[config.mk]
export PLATFORM = sky130hd
export DESIGN_NAME = interrupt_controller
export DESIGN_NICKNAME = d
export VERILOG_FILES = /design/src/rtl/intr_pkg.sv /design/src/rtl/intr_priority_encoder.sv /design/src/rtl/interrupt_controller.sv
export SDC_FILE = /design/constraint.sdc
export NUM_CORES = 1
export LEC_CHECK = 0
export ABC_CLOCK_PERIOD_IN_PS = 1630
export CORE_MARGIN = 2
export CORE_UTILIZATION = 35
export DETAILED_ROUTE_END_ITERATION = 7
export PLACE_DENSITY = 0.63
export SETUP_SLACK_MARGIN = 0.4
export SLEW_MARGIN = 0
export SYNTH_ARGS = -nofsm -noshare
export SYNTH_HDL_FRONTEND = slang
export SYNTH_SLANG_ARGS = --single-unit
[constraint.sdc]
create_clock -name clk -period 1.63 [get_ports clk]
set_input_delay 0.163 -clock clk [delete_from_list [all_inputs] [get_ports clk]]
set_output_delay 0.163 -clock clk [all_outputs]
set_load 0.1 [all_outputs]
[src/rtl/intr_pkg.sv]
// Shared register map for the interrupt controller.
package intr_pkg;
    localparam logic [1:0] INTR_ADDR_ENABLE  = 2'd0;
    localparam logic [1:0] INTR_ADDR_PENDING = 2'd1;
    localparam logic [1:0] INTR_ADDR_MODE    = 2'd2;
    localparam logic [1:0] INTR_ADDR_SOFT    = 2'd3;
endpackage

[src/rtl/intr_priority_encoder.sv]
// Fixed-priority encoder: reports the lowest-numbered active source.
module intr_priority_encoder #(
    parameter int N_SRC = 4,
    parameter int ID_W  = (N_SRC > 1) ? $clog2(N_SRC) : 1
) (
    input  logic [N_SRC-1:0] active,
    output logic             any,
    output logic [ID_W-1:0]  id
);
    always_comb begin
        any = |active;
        id  = '0;
        // Scan downwards so the lowest set index is the last one assigned.
        for (int i = N_SRC - 1; i >= 0; i--) begin
            if (active[i]) begin
                id = ID_W'(i);
            end
        end
    end
endmodule

[src/rtl/interrupt_controller.sv]
// Multi-source interrupt controller with per-source enable, edge/level mode,
// W1C/soft-set pending register, ack handshake and registered irq/id outputs.
module interrupt_controller
    import intr_pkg::*;
#(
    parameter int N_SRC = 4,
    parameter int ID_W  = (N_SRC > 1) ? $clog2(N_SRC) : 1
) (
    input  logic             clk,
    input  logic             rst,
    input  logic [N_SRC-1:0] src_in,
    input  logic             write_signal,
    input  logic [1:0]       write_addr,
    input  logic [N_SRC-1:0] write_data,
    input  logic [1:0]       read_addr,
    output logic [N_SRC-1:0] read_data,
    input  logic             irq_ack,
    output logic             interrupt_signal,
    output logic [ID_W-1:0]  irq_id
);
    logic [N_SRC-1:0] enable_reg;
    logic [N_SRC-1:0] mode_reg;
    logic [N_SRC-1:0] pending_reg;
    logic [N_SRC-1:0] src_prev_reg;
    logic [N_SRC-1:0] pending_next;
    logic [N_SRC-1:0] active;
    logic             any_active;
    logic [ID_W-1:0]  top_id;

    logic wr_enable, wr_pending, wr_mode, wr_soft, ack_valid;

    assign wr_enable  = write_signal && (write_addr == INTR_ADDR_ENABLE);
    assign wr_pending = write_signal && (write_addr == INTR_ADDR_PENDING);
    assign wr_mode    = write_signal && (write_addr == INTR_ADDR_MODE);
    assign wr_soft    = write_signal && (write_addr == INTR_ADDR_SOFT);
    assign ack_valid  = irq_ack && interrupt_signal;

    generate
        for (genvar gi = 0; gi < N_SRC; gi++) begin : g_src
            logic rise, set_bit, clr_bit;
            assign rise    = src_in[gi] & ~src_prev_reg[gi];
            assign set_bit = rise | (wr_soft & write_data[gi]);
            assign clr_bit = (wr_pending & write_data[gi]) |
                             (ack_valid & (irq_id == ID_W'(gi)));
            // Set beats clear so a new event arriving with a clear is never lost.
            assign pending_next[gi] = mode_reg[gi]
                                    ? (set_bit | (~clr_bit & pending_reg[gi]))
                                    : src_in[gi];
        end
    endgenerate

    assign active = pending_reg & enable_reg;

    intr_priority_encoder #(
        .N_SRC (N_SRC),
        .ID_W  (ID_W)
    ) u_prio (
        .active (active),
        .any    (any_active),
        .id     (top_id)
    );

    // src_prev follows src_in every cycle, so a level->edge mode switch
    // starts from the current line value and cannot see a false rise.
    always_ff @(posedge clk or posedge rst) begin
        if (rst) begin
            enable_reg       <= '0;
            mode_reg         <= '1;
            pending_reg      <= '0;
            src_prev_reg     <= '0;
            interrupt_signal <= 1'b0;
            irq_id           <= '0;
        end else begin
            if (wr_enable) enable_reg <= write_data;
            if (wr_mode)   mode_reg   <= write_data;
            pending_reg      <= pending_next;
            src_prev_reg     <= src_in;
            interrupt_signal <= any_active;
            irq_id           <= any_active ? top_id : '0;
        end
    end

    always_comb begin
        read_data = '0;
        case (read_addr)
            INTR_ADDR_ENABLE:  read_data = enable_reg;
            INTR_ADDR_PENDING: read_data = pending_reg;
            INTR_ADDR_MODE:    read_data = mode_reg;
            default:           read_data = src_in;
        endcase
    end
endmodule

Word level (Yosys, flattened, before mapping)
Cells that the tools add are included.
{"block": "totals", "elab_cells": 74, "ff_bits": 19, "output_inout_bits": 7, "input_bits": 16, "mem_bits_ro": 0, "latchBits": 0, "ram_bits": 0, "n_memories": 0}
{"block": "classes", "order_cmp": 0, "mul": 0, "n_shift": 0, "div": 0, "add_sub_neg": 0, "n_bitwise": 41, "n_eq_ne": 8, "n_reduce_logical": 9, "muxes": 10}
{"operator": "AND 1 bit", "count": 20}
{"operator": "OR 1 bit", "count": 12}
{"operator": "case mux 4 bit (3 select lines)", "count": 1}
{"operator": "equality test 2 bit (second input constant)", "count": 5}
{"operator": "2-to-1 mux 2 bit", "count": 5}
{"operator": "inverter 1 bit", "count": 8}
{"operator": "equality test 2 x 1 -> 1 bit (second input constant)", "count": 3}
{"operator": "logical NOT 2 bit", "count": 3}
{"operator": "logical AND 1 bit", "count": 5}
{"operator": "AND 4 bit", "count": 1}
{"operator": "2-to-1 mux 1 bit", "count": 4}
{"operator": "OR reduction 4 bit", "count": 1}

Longest topological paths before layout
Gate-level depths: netlist of run 1.
{"block": "logic_depth", "word_depth": 8, "depth_mapped": 3, "mapped_depth_nobuf": 3}

Modules after synthesis
A second synthesis of run 1 with hierarchy kept.
{"block": "hier_totals", "cells_unflattened": 72, "hier_area_um2": 930.9}
{"module": "interrupt_controller", "n_inst": 1, "area_each_um2": 895.9, "seq_area_each_um2": 480.5, "cells_per_inst": 65}
{"module": "intr_priority_encoder", "n_inst": 1, "area_each_um2": 35.0, "seq_area_each_um2": 0.0, "cells_per_inst": 7}

Least setup slack after synthesis of run 1
Ideal clock, no wire load.
{"block": "synth_path", "kind": "reg2reg", "from": "register irq_id[0]", "to": "register pending_reg[1]", "path_buffers": 0, "path_stages_with_launch": 4, "t_required_ns": 1.487, "setup_ns": 0.143, "period_less_slack_ns": 1.642, "arrival_ns": 1.499, "slack_ns": -0.012, "path_cell_list": "dfrtp_1 -> inv_1 -> o311ai_0 -> a22oi_1"}
{"block": "synth_between", "elab_chain_cells": 7}
{"element": "start: declaration", "line_no": "interrupt_controller.sv:19", "source": "output logic [ID_W-1:0] irq_id"}
{"element": "start signal: assignment", "line_no": "interrupt_controller.sv:79", "source": "irq_id <= any_active ? top_id : '0;"}
{"element": "equality test 2 x 1 -> 1 bit", "line_no": "interrupt_controller.sv:44", "source": "(ack_valid & (irq_id == ID_W'(gi)));"}
{"element": "AND 1 bit", "line_no": "interrupt_controller.sv:44"}
{"element": "OR 1 bit", "line_no": "interrupt_controller.sv:43", "source": "assign clr_bit = (wr_pending & write_data[gi]) |"}
{"element": "inverter 1 bit", "line_no": "interrupt_controller.sv:47", "source": "? (set_bit | (~clr_bit & pending_reg[gi]))"}
{"element": "AND 1 bit", "line_no": "interrupt_controller.sv:47"}
{"element": "OR 1 bit", "line_no": "interrupt_controller.sv:47"}
{"element": "2-to-1 mux 1 bit", "line_no": "interrupt_controller.sv:47"}
{"element": "via pending_next[1]", "line_no": "interrupt_controller.sv:25", "source": "logic [N_SRC-1:0] pending_next;"}
{"element": "end signal: assignment", "line_no": "interrupt_controller.sv:76", "source": "pending_reg <= pending_next;"}
{"element": "end: declaration", "line_no": "interrupt_controller.sv:23", "source": "logic [N_SRC-1:0] pending_reg;"}
The timed path passes the listed nets, and every way through them passes these cells.
A chain may end at the register's enable or synchronous reset.

Final worst setup path of run 1
{"block": "layout_path", "from": "register pending_reg[0]", "to": "output port read_data[0]"}
{"block": "layout_between", "elab_chain_cells": 1}
{"element": "case mux 4 bit (3 select lines)", "line_no": "interrupt_controller.sv:85", "source": "case (read_addr)"}
{"element": "end: declaration", "line_no": "interrupt_controller.sv:16", "source": "output logic [N_SRC-1:0] read_data,"}
No other way between the ends.

==> key figures, run 1 <==
Pwr
  – Power per cell area: 1317 nW/µm²
  – Final Power: 1.792 mW
  – LEAKAGE: 0.5612 nW
  – Peak VDD IR: 719.5 µV

Worst setup path
  – Worst Path Arrival: 1.40 ns
  – CP endpoint kind: primary output
  – Crit Path Max Fanout: 2
  – R2r setup slk: 0.52 ns
  – CP Class: flip-flop to primary output
  – Critical Path Start Type: flip-flop
  – WP data required: 1.47 ns

Finish
  – Post-layout nets: 123
  – ANT cells: 0
  – Layout Cells excl Fill: 136
  – Seq. cell area: 489.2 µm²
  – Multi-input gate area: 406.6 µm²
  – Synth-to-layout area growth: 52.17%
  – FILL cells: 213
  – Layout cells sized above 1: 0.4340

Global routing
  – Number of global-route vias before repair: 710
  – First-pass GRT wire length: 3332 µm
  – Global Route Usage Sum: 0.1652
  – Largest net degree at the start of global routing: 20
  – Initial antenna violation count: 0
  – Overflow after GRT: 0

Timing
  – Max Clock Skew: 0.001852 ns
  – Final worst-path cycle share: 0.9573
  – Final WS setup: 0.06959 ns
  – WHS: 0.1716 ns
  – Setup violators final: 0
  – Fmax: 640.9 MHz
  – Period minus WS final: 1.560 ns
  – Setup TNS Final: 0 ns
  – Slew Limit Fails: 0
  – Worst Tran Pin Value: 0.2947 ns
  – Unrepaired setup endpoints after global routing: true
  – Slew margin rel.: 0.8010
  – Final Hold Viols: 0

Floorplan
  – Initial core utilization: 0.3644
  – Core Box Area: 2455 µm²
  – Die Width: 54.56 µm
  – FP Rows: 18
  – Die area: 2976 µm²
  – IO Pins: 23
  – Die height: 54.56 µm

Synthesis
  – Synth cell types: 21
  – Syn avg cell area: 13.55 µm²
  – Sequential share of the synthesized area: 0.5371
  – Synthesized Nets: 82
  – Cells after synthesis: 66
  – Synth warnings: 0
  – Post-Syn Area: 894.6 µm²
  – Synth Register Bits: 19

CTS
  – Clock Latency Late Sink: 0.29 ns
  – Reg clk slew, reported paths: 0.11 ns
  – CTS Buf Count: 3
  – CTS sink cnt: 19
  – CTS tree: built
  – Root buffer cell: clkbuf_4
  – Maximum buffer depth of the clock tree: 2
  – H-tree depth: 1

Place
  – Dpl cells: 121
  – PortBufs: 22
  – Pre-CTS setup slack: -0.04482 ns
  – Routability cong.: 0.7462
  – Post-detail-place hpwl: 1473 µm

Min path
  – Hold Crit Class: primary input to asynchronous set/reset pin

Route
  – WL/cell: 14.69 µm
  – Pre-Repair DR Iteration Count: 4
  – DRC violations left: 0
  – Via count: 732
  – Drt total wl: 1998 µm
  – DRT iter0 DRCs: 7
  – Via-per-instance ratio: 5.382
  – Antenna viol nets, final: 0

Flow run
  – Max-cap violations: 0

Outcome
  – Status: complete, no violations
Yosys cell counts, drive strengths merged:
master   instances  area (µm²)
dfrtp           15       375.4
mux2             8       90.09
a22oi            5       37.54
nand2            5       18.77
dfstp            4       105.1
mux4             4       90.09
a21boi           3       22.52
a21oi            2       10.01
a31oi            2       12.51
a32oi            2       17.52
inv              2       7.510
nand3            2       10.01
nand3b           2       15.01
nor2             2       7.510
o311ai           2       17.52
a41oi            1       8.760
and2             1       7.510
nor2b            1       6.260
nor3b            1       18.77
o2111ai          1       8.760
o211ai           1       7.510
stage by stage:
| stage | area (µm²) | utilization |
|---|---|---|
| finish | 1361 | 0.5545 |
| global route | 1361 | 0.5545 |
| CTS | 1346 | 0.5484 |
| detailed placement | 1254 | 0.5107 |
| global placement | 1254 | 0.5107 |
| floorplan | 903.4 | - |
what timing repair did:
item,4_1_cts,5_1_grt
setup buffers,9,2
resized for setup,2,1
endpoints found under the setup margin,4,5
hold buffers,0,0
placed cells by master, fill, tap and decap left out, types with 3 or more instances in the layout:
cell,Yosys,final
a22oi_1,5,5
mux4_2,4,4
dfrtp_1,15,12
a21boi_0,3,3
mux2_2,8,8
clkdlybuf4s50_1,0,13
dfstp_2,4,4
buf_4,0,14
clkbuf_4,0,3
nand2_1,5,5
buf_12,0,7
metal layers:
layer  up-vias  wire (µm)  global-route usage
met1       360        850              0.2222
li1        347          -                   -
met5         -          0                   0
met3         2         96             0.03279
met2        23       1030              0.2510
met4         0         20             0.08750
critical path: stages, from the launching register on:
cell and delay, ns:
dfrtp_1 0.41, mux4_2 0.50, buf_12 0.19
path summary, 6_finish.rpt:
kind / startpoint / endpoint / cells after the start
worst max-delay path: pending_reg[0] / read_data[0] / 2
worst min-delay path: rst / enable_reg[3] / 3
max in group asynchronous: rst / mode_reg[3] / 3
worst max register to register: pending_reg[0] / irq_id[1] / 4
min in group clk: src_in[3] / src_prev_reg[3] / 1
worst min register to register: mode_reg[3] / pending_reg[3] / 2
where the power goes:
part	switching (mW)	internal [mW]	leakage, nW	total, mW
clock	0.145	0.0914	0.0177	0.236
sequential	0.0823	0.586	0.215	0.668
combinational	0.503	0.385	0.328	0.889
total	0.730	1.06	0.561	1.79
area by class of cell:
cell class / count / area share
inverters: 2 / 0.005515
flip-flops and latches: 19 / 0.3594
repair buffers: 36 / 0.2886
well taps: 30 / 0.02757
clock buffers: 3 / 0.01654
multi-input cells: 45 / 0.2987
clock inverters: 1 / 0.003676
logic make-up (layout without fill, tap and decap cells):
| kind of cell | after synthesis | in the layout | synth area share |
|---|---|---|---|
| buffers and inverters | 2 | 42 | 0.008395 |
| flip-flops | 19 | 19 | 0.5371 |
| AND/OR/NAND/NOR | 14 | 14 | 0.09372 |
| AO/OA/AOI/OAI | 19 | 19 | 0.1595 |
| multiplexers | 12 | 12 | 0.2014 |
Note: power is estimated with default switching activity, not from simulation.
==> run 2, diff against run 1 <==
--- a/config.mk
+++ b/config.mk
@@ -5,9 +5,9 @@
 export SDC_FILE = /design/constraint.sdc
 export NUM_CORES = 1
 export LEC_CHECK = 0
-export ABC_CLOCK_PERIOD_IN_PS = 1630
 export CORE_MARGIN = 2
 export CORE_UTILIZATION = 35
+export CTS_BUF_LIST = sky130_fd_sc_hd__clkbuf_8
 export DETAILED_ROUTE_END_ITERATION = 7
 export PLACE_DENSITY = 0.63
 export SETUP_SLACK_MARGIN = 0.4
==> key figures, run 2 (synthesis results as in run 1) <==
Global routing
  – Initial antenna violation count: 0 (unchanged)
  – Global Route Usage Sum: 0.1704 (+0.005236)
  – Number of global-route vias before repair: 711 (+0.14%)
  – Overflow after GRT: 0 (unchanged)
  – First-pass GRT wire length: 3422 µm (+2.7%)
  – Largest net degree at the start of global routing: 20 (unchanged)

CTS
  – CTS tree: built
  – CTS Buf Count: 3 (unchanged)
  – CTS sink cnt: 19 (unchanged)
  – Hold Buf Count CTS: 0 (unchanged)
  – H-tree depth: 1 (unchanged)
  – Root buffer cell: clkbuf_8
  – Clock Latency Late Sink: 0.25 ns (-0.04 ns)
  – Reg clk slew, reported paths: 0.07 ns (-0.04 ns)
  – Maximum buffer depth of the clock tree: 2 (unchanged)

Timing
  – Setup violators final: 0 (unchanged)
  – Final Hold Viols: 0 (unchanged)
  – Max Clock Skew: 0.001092 ns (-0.0007598 ns)
  – WHS: 0.2226 ns (+0.05108 ns)
  – Slew Limit Fails: 0 (unchanged)
  – Final worst-path cycle share: 0.9289 (-0.02844)
  – Period minus WS final: 1.514 ns (-0.04636 ns)
  – Fmax: 660.5 MHz (+3.1%)
  – Unrepaired setup endpoints after global routing: true
  – Worst Tran Pin Value: 0.2947 ns (-0.000001192 ns)
  – Slew margin rel.: 0.8010 (about the same)

Floorplan
  – Die Width: 54.56 µm (unchanged)
  – Initial core utilization: 0.3644 (unchanged)
  – IO Pins: 23 (unchanged)
  – Die area: 2976 µm² (unchanged)
  – FP Rows: 18 (unchanged)
  – Die height: 54.56 µm (unchanged)
  – Core Box Area: 2455 µm² (unchanged)

Min path
  – Hold Crit Class: primary input to asynchronous set/reset pin

Finish
  – Layout Cells excl Fill: 137 (+0.74%)
  – ANT cells: 0 (unchanged)
  – Synth-to-layout area growth: 54.97%
  – Layout cells sized above 1: 0.4393 (+0.005290)
  – Post-layout nets: 124 (+0.81%)
  – Finished Cell Area: 1386 µm² (+1.8%)
  – Most common cell after layout, fill and taps aside: buf_4
  – Most frequent cells in the layout: 15 x buf_4, 12 x dfrtp_1, 9 x clkdlybuf4s50_1

Pwr
  – Final Power: 1.887 mW (+5.3%)
  – Peak VDD IR: 757.1 µV (+5.2%)
  – LEAKAGE: 0.5870 nW (+4.6%)
  – Power per cell area: 1361 nW/µm² (+3.4%)

Worst setup path
  – Reg2reg start: pending_reg[0]
  – Max incr delay on CP: 0.51 ns (about the same)
  – CP Class: flip-flop to primary output
  – WP data required: 1.47 ns (about the same)
  – Critical Path Start Type: flip-flop
  – CP endpoint kind: primary output
  – Worst setup startpoint: pending_reg[0]
  – Crit Path Max Fanout: 2 (unchanged)
  – Critical path, cell by cell: mux4_2 > buf_12
  – Worst Path Arrival: 1.35 ns (-0.05 ns)
  – CP max stage cell: mux4_2

Route
  – Via-per-instance ratio: 5.380 (about the same)
  – Via count: 737 (+0.68%)
  – Pre-Repair DR Iteration Count: 4 (unchanged)
  – WL/cell: 14.95 µm (+1.8%)
  – DRC violations left: 0 (unchanged)
  – DRT iter0 DRCs: 7 (unchanged)
  – Antenna viol nets, final: 0 (unchanged)
  – Drt total wl: 2048 µm (+2.5%)

Outcome
  – Status: complete, no violations

Place
  – Post-detail-place hpwl: 1473 µm (unchanged)
  – Dpl cells: 121 (unchanged)
  – PortBufs: 22 (unchanged)
  – Routability cong.: 0.7462 (unchanged)
  – Dpl cell area: 1254 µm² (unchanged)

Flow run
  – Max-cap violations: 0 (unchanged)
==> run 2: cell types whose count changed in the layout (fill, tap and decap cells not counted), sizes merged <==
| cell | change |
|---|---|
| dlygate4sd2 | +3 |
| buf | +1 |
| clkdlybuf4s50 | -4 |
| dlymetal6s2s | +1 |
==> run 2: routing by layer <==
metal  up-vias  global-route usage  wire (µm)
met5         -                   0          0
met4         0             0.08750         34
met3         4             0.02459         83
met2        21              0.2671       1071
met1       365              0.2293        858
li1        347                   -          -
==> run 2: path summary, 6_finish.rpt <==
path,cells after the start,slack (ns),to
setup / recovery,2,0.12,read_data[0]
hold / removal,3,0.22,src_prev_reg[2]
setup reg to reg,4,0.53,irq_id[1]
hold reg to reg,2,0.55,irq_id[0]
max in group asynchronous,3,1.15,mode_reg[3]
min in group clk,1,0.23,src_prev_reg[2]
==> run 2: repair_timing <==
action                                  CTS  global route
resized for setup                         5             2
pin swaps                                 1             1
buffers inserted                          9             3
gates cloned                              0             0
endpoints found under the setup margin    8             8
==> run 2: final cells by class <==
cell class	count	area [µm²]
inverters	2	7.507
fillers	212	1069
well taps	30	37.54
repair buffers	37	399.1
clock inverters	1	5.005
multi-input cells	45	406.6
clock buffers	3	41.29
flip-flops and latches	19	489.2
==> run 2: report_power, final <==
| group | total, mW | switching [mW] | internal, mW |
|---|---|---|---|
| logic | 0.899 | 0.510 | 0.388 |
| registers | 0.665 | 0.0794 | 0.586 |
| clock network | 0.323 | 0.153 | 0.170 |
==> run 2: critical path, delay by kind of cell (launching register included) <==
kind                   cells  cell delay, ns
DFF                        1            0.40
buffers and inverters      1            0.19
muxes                      1            0.51
==> run 2: through the flow <==
step | setup WS [ns] | setup TNS [ns] | util
3_3_place_gp | -0.03459 | -0.06718 | 0.5107
2_1_floorplan | 0.3555 | 0 | -
4_1_cts | 0.1099 | 0 | 0.5545
6_report | 0.1159 | 0 | 0.5647
5_1_grt | 0.08222 | 0 | 0.5647
3_5_place_dp | -0.04482 | -0.08296 | 0.5107
